==> config.mk <==
export PLATFORM = sky130hd
export DESIGN_NAME = timer_cmd_arbiter
export DESIGN_NICKNAME = d
export VERILOG_FILES = /design/src/rtl/timer_cmd_arbiter.sv
export SDC_FILE = /design/constraint.sdc
export NUM_CORES = 1
export LEC_CHECK = 0
export CORE_ASPECT_RATIO = 0.75
export CORE_MARGIN = 1
export CORE_UTILIZATION = 51
export CTS_CLUSTER_SIZE = 8
export DETAILED_ROUTE_END_ITERATION = 10
export PLACE_DENSITY = 0.9
export SLEW_MARGIN = 30
export SYNTH_ARGS = -nofsm -noshare
export SYNTH_HDL_FRONTEND = slang
export SYNTH_SLANG_ARGS = --single-unit
==> constraint.sdc <==
create_clock -name clk -period 2.8 [get_ports clk]
set_input_delay 0.56 -clock clk [delete_from_list [all_inputs] [get_ports clk]]
set_output_delay 0.56 -clock clk [all_outputs]
set_load 0.02 [all_outputs]
==> src/rtl/timer_cmd_arbiter.sv <==
// timer_cmd_arbiter
//   Merges command requests from two sources (push buttons and a keyboard
//   decoder) into single-cycle command pulses for the timer state machine.
//   Each source's rising edges latch into a per-source pending vector. One
//   command is issued per cycle. Sources alternate round-robin when both have
//   work. Within a source the order is delete > stop > start > min > seg.
//
//   Optional feature macro: TIMER_AUTO_REPEAT_EN
//     When defined, a held segDemand/minDemand level re-arms its pending bit
//     after REPEAT_DELAY cycles and then every REPEAT_PERIOD cycles.
//
// Ports
//   clk        system clock, all state changes on posedge
//   reset      asynchronous, active-high reset
//   btn_cmd    source A levels {minDemand, segDemand, delete, stop, start}
//   key_cmd    source B levels, same bit map as btn_cmd
//   start, stop, delete, segDemand, minDemand
//              registered one-cycle command pulses, at most one high at a time
//   grant_src  source of the current pulse (0 = A, 1 = B)
//   pending    {B pending[4:0], A pending[4:0]}
module timer_cmd_arbiter #(
  parameter int unsigned REPEAT_DELAY  = 25000000,
  parameter int unsigned REPEAT_PERIOD = 5000000
) (
  input  logic       clk,
  input  logic       reset,
  input  logic [4:0] btn_cmd,
  input  logic [4:0] key_cmd,
  output logic       start,
  output logic       stop,
  output logic       delete,
  output logic       segDemand,
  output logic       minDemand,
  output logic       grant_src,
  output logic [9:0] pending
);

  localparam int unsigned BitStart  = 0;
  localparam int unsigned BitStop   = 1;
  localparam int unsigned BitDelete = 2;
  localparam int unsigned BitSeg    = 3;
  localparam int unsigned BitMin    = 4;

  // A delete cancels the issuing source's queued start/seg/min requests
  localparam logic [4:0] DeleteClears = 5'b11001;

  logic [1:0][4:0] level;
  logic [1:0][4:0] prev_q;
  logic            primed_q;
  logic [1:0][4:0] rise;
  logic [1:0][4:0] repeatSet;
  logic [1:0][4:0] pend_q, pend_d;
  logic            rrPtr_q, rrPtr_d;
  logic [4:0]      pulse_q, pulse_d;
  logic            grantSrc_q, grantSrc_d;
  logic            anyA, anyB, selB;
  logic [4:0]      selPend, issue;

  assign level[0] = btn_cmd;
  assign level[1] = key_cmd;

  // Edges are masked for the first cycle after reset so that a level still
  // held through reset must be released and pressed again to count.
  assign rise[0] = primed_q ? (level[0] & ~prev_q[0]) : 5'b0;
  assign rise[1] = primed_q ? (level[1] & ~prev_q[1]) : 5'b0;

`ifdef TIMER_AUTO_REPEAT_EN
  localparam logic [25:0] DelayCnt  = 26'(REPEAT_DELAY);
  localparam logic [25:0] PeriodCnt = 26'(REPEAT_PERIOD);

  for (genvar s = 0; s < 2; s++) begin : gRepeat
    logic [25:0] cnt_q, cnt_d, cntInc;
    logic        phase_q, phase_d, armed_q, armed_d;
    logic        held, changed;
    logic [4:0]  setBits;

    assign held    = level[s][BitMin] | level[s][BitSeg];
    assign changed = level[s][BitMin:BitSeg] != prev_q[s][BitMin:BitSeg];
    assign cntInc  = cnt_q + 26'd1;

    // Counts cycles since the last change of the seg/min levels. The first
    // match uses the delay, later ones the period. Only a hold that began
    // with a genuine rising edge (armed) may re-set a pending bit, and min
    // wins when both levels are held.
    always_comb begin
      cnt_d   = cntInc;
      phase_d = phase_q;
      setBits = 5'b0;
      armed_d = held & (armed_q | rise[s][BitMin] | rise[s][BitSeg]);
      if (!held || changed) begin
        cnt_d   = 26'd0;
        phase_d = 1'b0;
      end else if (cntInc == (phase_q ? PeriodCnt : DelayCnt)) begin
        cnt_d   = 26'd0;
        phase_d = 1'b1;
        setBits[BitMin] = armed_q & level[s][BitMin];
        setBits[BitSeg] = armed_q & level[s][BitSeg] & ~level[s][BitMin];
      end
    end

    // Repeat counter state for this source
    always_ff @(posedge clk or posedge reset) begin
      if (reset) begin
        cnt_q   <= 26'd0;
        phase_q <= 1'b0;
        armed_q <= 1'b0;
      end else begin
        cnt_q   <= cnt_d;
        phase_q <= phase_d;
        armed_q <= armed_d;
      end
    end

    assign repeatSet[s] = setBits;
  end
`else
  assign repeatSet = '0;
`endif

  // Arbitration: pick a source (round-robin only under contention), take its
  // highest-priority pending bit, clear it in both sources so a duplicate
  // request collapses into one pulse, then merge in this cycle's new edges
  // last so nothing arriving during an issue is lost.
  always_comb begin
    anyA    = |pend_q[0];
    anyB    = |pend_q[1];
    selB    = anyB & (~anyA | rrPtr_q);
    selPend = selB ? pend_q[1] : pend_q[0];
    issue   = 5'b0;
    if (selPend[BitDelete])      issue[BitDelete] = 1'b1;
    else if (selPend[BitStop])   issue[BitStop]   = 1'b1;
    else if (selPend[BitStart])  issue[BitStart]  = 1'b1;
    else if (selPend[BitMin])    issue[BitMin]    = 1'b1;
    else if (selPend[BitSeg])    issue[BitSeg]    = 1'b1;

    pend_d[0] = pend_q[0] & ~issue;
    pend_d[1] = pend_q[1] & ~issue;
    if (issue[BitDelete]) begin
      pend_d[selB] = pend_d[selB] & ~DeleteClears;
    end
    pend_d[0] = pend_d[0] | rise[0] | repeatSet[0];
    pend_d[1] = pend_d[1] | rise[1] | repeatSet[1];

    rrPtr_d    = (anyA & anyB) ? ~rrPtr_q : rrPtr_q;
    pulse_d    = issue;
    grantSrc_d = selB;
  end

  // Edge-detect history, pending vectors, pointer and registered outputs
  always_ff @(posedge clk or posedge reset) begin
    if (reset) begin
      prev_q     <= '0;
      primed_q   <= 1'b0;
      pend_q     <= '0;
      rrPtr_q    <= 1'b0;
      pulse_q    <= 5'b0;
      grantSrc_q <= 1'b0;
    end else begin
      prev_q     <= level;
      primed_q   <= 1'b1;
      pend_q     <= pend_d;
      rrPtr_q    <= rrPtr_d;
      pulse_q    <= pulse_d;
      grantSrc_q <= grantSrc_d;
    end
  end

  assign start     = pulse_q[BitStart];
  assign stop      = pulse_q[BitStop];
  assign delete    = pulse_q[BitDelete];
  assign segDemand = pulse_q[BitSeg];
  assign minDemand = pulse_q[BitMin];
  assign grant_src = grantSrc_q;
  assign pending   = {pend_q[1], pend_q[0]};

endmodule
# Word-level counts from Yosys, hierarchy flattened
# Index checks and enable logic that the tools add are counted.
# word_totals
ff_bits	28
out_inout_bits	16
elab_cells	47
# op_classes
magnitude_cmp	2
mux	20
bitwise	14
n_reduce_logical	3
# op_table
cell	count
5-bit bitwise AND	4
5-bit 2-to-1 mux	4
5-bit NOT	3
10-bit bitwise mux	1
10-bit 2-to-1 mux	1
5-bit bitwise OR	2
5-bit OR reduction	2
2-bit 2-to-1 mux	4
1-bit 2-to-1 mux	7
3-bit 2-to-1 mux	2
5-bit demux with 1-bit select	1
1-bit bitwise AND	2
1-bit by 2-bit < comparator with 1-bit output (second input constant)	1
1-bit NOT	2
1-bit greater-or-equal comparator (second input constant)	1
1-bit logical AND	1
1-bit bitwise OR	1

# Longest topological paths before layout
# Gate-level depths: netlist of run 1.
# logic_depth
depth_word	17
mapped_depth	5
ltp_nobuf	4

# Least setup slack after synthesis of run 1
# No wires, ideal clock.
# synth_path
path_type	register to register
from	register pend_q, in the netlist pending[5]
to	register pend_q, in the netlist pending[8]
arrival_time_ps	1582
required_ps	2672
path_slack_ps	1090
path_stages_with_launch	6
n_path_buf	1
path_cell_list	dfrtp_1 > or4_1 > buf_6 > a21bo_1 > o21bai_4 > o32ai_1
# synth_rtl
item	line_no	text
start, declared	52	logic [1:0][4:0] pend_q, pend_d;
start signal, assigned	161	pend_q <= pend_d;

# Worst setup path after layout of run 1
# layout_path
from	register pend_q, in the netlist pending[2]
to	output port pending[2]
# layout_rtl
item	line_no	text
end, declared	35	output logic [9:0] pending
# No word-level cell between the ends.

==> flow_summary.ini, run 1 <==
[timing]
max_slew_margin = 0.637
tightestPinTransition_ns = 0.544
period_minus_slack_ns = 2.13
finalMaxSlewViolations = 0
fmax_mhz = 471
fin_skew_ns = 0.00907
hold_violations = 0
min_period_over_period = 0.759
tns_ns = 0
fin_hold_ws_ns = 0.468
setup_viol = 0
rsz0062_at_grt = no

[floorplanning]
start_util = 0.560
row_count = 14
die_x_microns = 57.2
core_sq_um = 2080
num_io_pins = 28
die_area_sq_um = 2490
die-height_microns = 43.4

[cts]
cts-root-buf = clkbuf_4
clock_sinks = 28
cts_setup_buffers = 0
cts_inserted_buffers = 3
cts_resized = 0
h-tree-depth = 1
cts_tree = done
clk_latency_ns = 0.33
ctsHoldBuffers = 0
cts_buffer_depth = 2
clkTransAtPathRegs_ns = 0.15

[route]
wl_met1_microns = 1220
wl_microns = 2650
wl_met3_microns = 171
via_per_inst = 5.97
drt_first_pass_iters = 7
drc = 1
wl_met2_microns = 1240
routed.top_layer = met4
ant_nets = 0
vias = 925
drt-wirelength-per-cell_microns = 17.1
first_iter_violations = 39

[global_route]
gr-usage-all-layers = 0.237
grt_pass1_vias = 858
grt_pass1_wl_microns = 4280
grt_max_degree = 29
overflow = 0
antenna_found_initial = 0

[placement]
place_congestion = 0.928
dpl_cell_area_sq_um = 1460
dp_hpwl_microns = 1970
io_buffers = 27

[run_status]
violations = DRC
status = finished, violations left

[worst_setup_path]
path_cells = clkdlybuf4s50_1
crit_fanout = 9
crit_type = register to output pin
critPathMaxStageDelay_ns = 0.68
cpMaxStageDelayCell = clkdlybuf4s50_1
crit_cells = 1
critPathRequiredTime_ns = 2.24
setup.worst_path.end_class = output pin
worst-r2r-cell-count = 4
path_buf_inv = 1
critPathTopFamily = buffers and inverters
cp.arrival_ns = 1.57
cp-start-kind = register

[synthesis]
syn_area_per_cell_sq_um = 11.4
synth_compound_area_frac = 0.195
synth_top_area_share = 0.600
synth_most_common_cell = dfrtp_1
synth-seq-area-share = 0.600
syn_nets = 114
synth_flop_cell = dfrtp_1
synth_top_family_by_area = compound AO/OA/AOI/OAI gates
ys_warn_count = 0
synth_fa_ha_area_frac = 0
yosys-top-cells-count = dfrtp_1, nand2_1, inv_1
synth-xor-area-share = 0.00750
synthTopCellsByArea = dfrtp_1, nand3b_1, a32o_1
synth-simple-area-share = 0.155
synth-edff-count = 0
synth_mux_area_frac = 0
netlist_instances = 102
async_flop_share = 1.00
synth_area_sq_um = 1170
synth_cell_types = 36
synth_top_area_cell = dfrtp_1
yosys_register_bits = 28

[cells_and_area]
drive_gt1_frac = 0.0763
antenna_cells = 0
area_growth_pct = 27.9
nNetsFinal = 144
stdcell_area_sq_um = 1490
n_fill_cell = 156

[worst_hold_path]
min_path_type = register to register
hold_path_depth = 1

[job]
cap_violations = 0

[power_and_ir_drop]
power.density_nw_per_um2 = 1070
ir_worst_vdd_mv = 0.661
p_leak_nw = 0.646
[through the flow]
stage	worst slack, ns	utilization	total power, W	instances
after floorplan	1.09	-	0.00111	102
after global placement	1.09	0.699	0.00138	151
after detailed placement	1.03	0.699	0.00140	151
after CTS	0.689	0.716	0.00159	155
after global routing	0.646	0.716	0.00168	155
final	0.675	0.716	0.00160	155
[routing by layer]
layer / up-vias / global-route usage
met5: - / 0
met4: 0 / 0.0439
met3: 2 / 0.0627
met2: 40 / 0.358
met1: 459 / 0.355
li1: 424 / -
[cells by family after synthesis]
group | Yosys count
compound gates | 31
simple gates | 31
flops | 28
buf+inv | 10
xor+xnor | 1
other cells | 1
[worst paths after layout]
check	start	endpoint	slack (ns)
max	pending[2]$_DFF_PP0_	pending[2]	0.67
min	prev_q[8]$_DFF_PP0_	pending[8]$_DFF_PP0_	0.47
max reg2reg	pending[5]$_DFF_PP0_	pending[1]$_DFF_PP0_	0.98
min reg2reg	prev_q[8]$_DFF_PP0_	pending[8]$_DFF_PP0_	0.47
max in group asynchronous	reset	prev_q[1]$_DFF_PP0_	1.97
min in group asynchronous	reset	pending[8]$_DFF_PP0_	0.57
[power breakdown]
part           leakage, nW  switching, W  internal [W]
logic                0.279      0.000422      0.000339
registers            0.346      0.000130      0.000508
clock network       0.0210      0.000119     0.0000797
[cells in the final DEF (no fill, tap or decap), types with 2 or more instances in the layout]
| master | instances |
|---|---|
| o21ai_0 | 2 |
| inv_1 | 7 |
| nor2_1 | 4 |
| o21ai_1 | 6 |
| nand2_1 | 8 |
| a21o_1 | 2 |
| clkbuf_4 | 3 |
| nor2b_1 | 2 |
| dfrtp_1 | 28 |
| o211ai_1 | 3 |
| a31oi_1 | 2 |
| nand3_1 | 4 |
| nand3b_1 | 5 |
| a32o_1 | 3 |
| a21oi_1 | 4 |
| clkdlybuf4s50_1 | 27 |
[registers in the layout, indices dropped and copies added (netlist names)]
signal and count:
pending 10, grant_src 1, rrPtr_q 1, prev_q 10, primed_q 1, pulse_q 5
[area by class of cell]
type | instances | area [sq um] | share of cell area
flip-flops and latches | 28 | 701 | 0.469
well taps | 24 | 30.0 | 0.0201
multi-input cells | 64 | 422 | 0.282
inverters | 7 | 26.3 | 0.0176
repair buffers | 28 | 278 | 0.186
clock buffers | 4 | 36.3 | 0.0243
Power figures use the tool's default switching activity.
==> run 2, diff against run 1 <==
Settings changed: CORE_UTILIZATION 51 to 48, PLACE_DENSITY 0.9 to 0.86.
Clock period 2.8 ns to 2.2 ns, I/O delays scaled along.
==> run 2 against run 1 <==
- the flow now finishes without violations
- clock power increased by 72%
- register-to-register slack worse by 0.57 ns
- total power increased by 33%
- global-route usage shrank 1.5 points
- critical endpoint unchanged
==> flow_summary.ini, run 2 (synthesis results as in run 1) <==
[route]
ant_nets = 0
drt-wirelength-per-cell_microns = 15.3
via_per_inst = 5.64
vias = 931
wl_microns = 2520
first_iter_violations = 40
drt_first_pass_iters = 4
drc = 0

[placement]
place_congestion = 0.889
dpl_cell_area_sq_um = 1470
io_buffers = 27
dp_slack_ns = 0.449
dp_hpwl_microns = 1830

[cts]
cts_setup_buffers = 0
cts_buffer_depth = 2
clock_sinks = 28
clk_latency_ns = 0.33
cts-root-buf = clkbuf_4
h-tree-depth = 1
cts_inserted_buffers = 3
clkTransAtPathRegs_ns = 0.15
cts_tree = done
cts_resized = 0
ctsHoldBuffers = 0

[worst_setup_path]
crit_fanout = 9
path_cells = clkdlybuf4s50_1
rrSetupSlack_ns = 0.41
cp-start-kind = register
cp.arrival_ns = 1.55
critPathRequiredTime_ns = 1.76
cpMaxStageDelayCell = clkdlybuf4s50_1
critPathMaxStageDelay_ns = 0.66
setup.worst_path.end_class = output pin
critPathTopFamily = buffers and inverters
path_buf_inv = 1
crit_type = register to output pin

[cells_and_area]
fin_util = 0.664
nNetsFinal = 144
final_cell_mix = dfrtp_1, clkdlybuf4s50_1, nand2_1
drive_gt1_frac = 0.0763
stdcell_area_sq_um = 1520
area_growth_pct = 30.3
antenna_cells = 0
layout.cells.most_common = dfrtp_1

[global_route]
grt_max_degree = 29
grt_pass1_vias = 889
antenna_found_initial = 0
grt_pass1_wl_microns = 4170
overflow = 0
gr-usage-all-layers = 0.223

[power_and_ir_drop]
p_leak_nw = 0.653
ir_worst_vdd_mv = 0.591
power.density_nw_per_um2 = 1390
power.total_w = 0.00212

[timing]
tns_ns = 0
finalMaxSlewViolations = 0
max_slew_margin = 0.623
finalWorstSetupSlack_ns = 0.214
rsz0062_at_grt = no
fmax_mhz = 504
min_period_over_period = 0.903
hold_violations = 0
setup_viol = 0
period_minus_slack_ns = 1.99
tightestPinTransition_ns = 0.566
fin_skew_ns = 0.00251

[floorplanning]
die_area_sq_um = 2640
die_x_microns = 58.9
die-height_microns = 44.7
num_io_pins = 28
core_sq_um = 2290
row_count = 15
start_util = 0.510

[run_status]
status = finished, final reports clean

[job]
cap_violations = 0

[worst_hold_path]
min_path_type = register to register
run 2: changes by cell type in the layout (fill, tap and decap cells not counted), sizes merged:
cell / before / now
bufinv: 0 / 1
clkbuf: 4 / 3
run 2: area by class of cell:
cell class              instances  area [sq um]
multi-input cells              64           422
repair buffers                 28           278
clock buffers                   3          22.5
inverters                       7          26.3
well taps                      34          42.5
flip-flops and latches         28           701
clock inverters                 1          30.0
fillers                       182           768
run 2: final timing paths:
path                                      start                   end  depth (start not counted)
min in group asynchronous                 reset   prev_q[4]$_DFF_PP0_                          3
hold / removal              prev_q[8]$_DFF_PP0_  pending[8]$_DFF_PP0_                          1
max in group asynchronous                 reset  pending[7]$_DFF_PP0_                          3
setup / recovery           pending[2]$_DFF_PP0_            pending[2]                          1
hold reg to reg             prev_q[8]$_DFF_PP0_  pending[8]$_DFF_PP0_                          1
setup reg to reg           pending[5]$_DFF_PP0_  pending[3]$_DFF_PP0_                          4
run 2: power breakdown:
group	total, W	internal [W]	switching (W)
logic	0.000970	0.000431	0.000539
clock network	0.000340	0.000184	0.000155
registers	0.000808	0.000646	0.000162
run 2: metal layers:
metal  global-route usage  vias up  share of wire
li1                     -      428              -
met1                0.312      446           0.44
met2                0.352       57           0.47
met3               0.0602        0          0.087
met4               0.0476        0              0
met5                    0        -              0
run 2: metrics by stage:
stage / std cells / hold WS (ns)
after floorplan: 102 / 0.402
after global placement: 161 / 0.411
after detailed placement: 161 / 0.408
after CTS: 165 / 0.427
after global routing: 165 / 0.437
final: 165 / 0.426
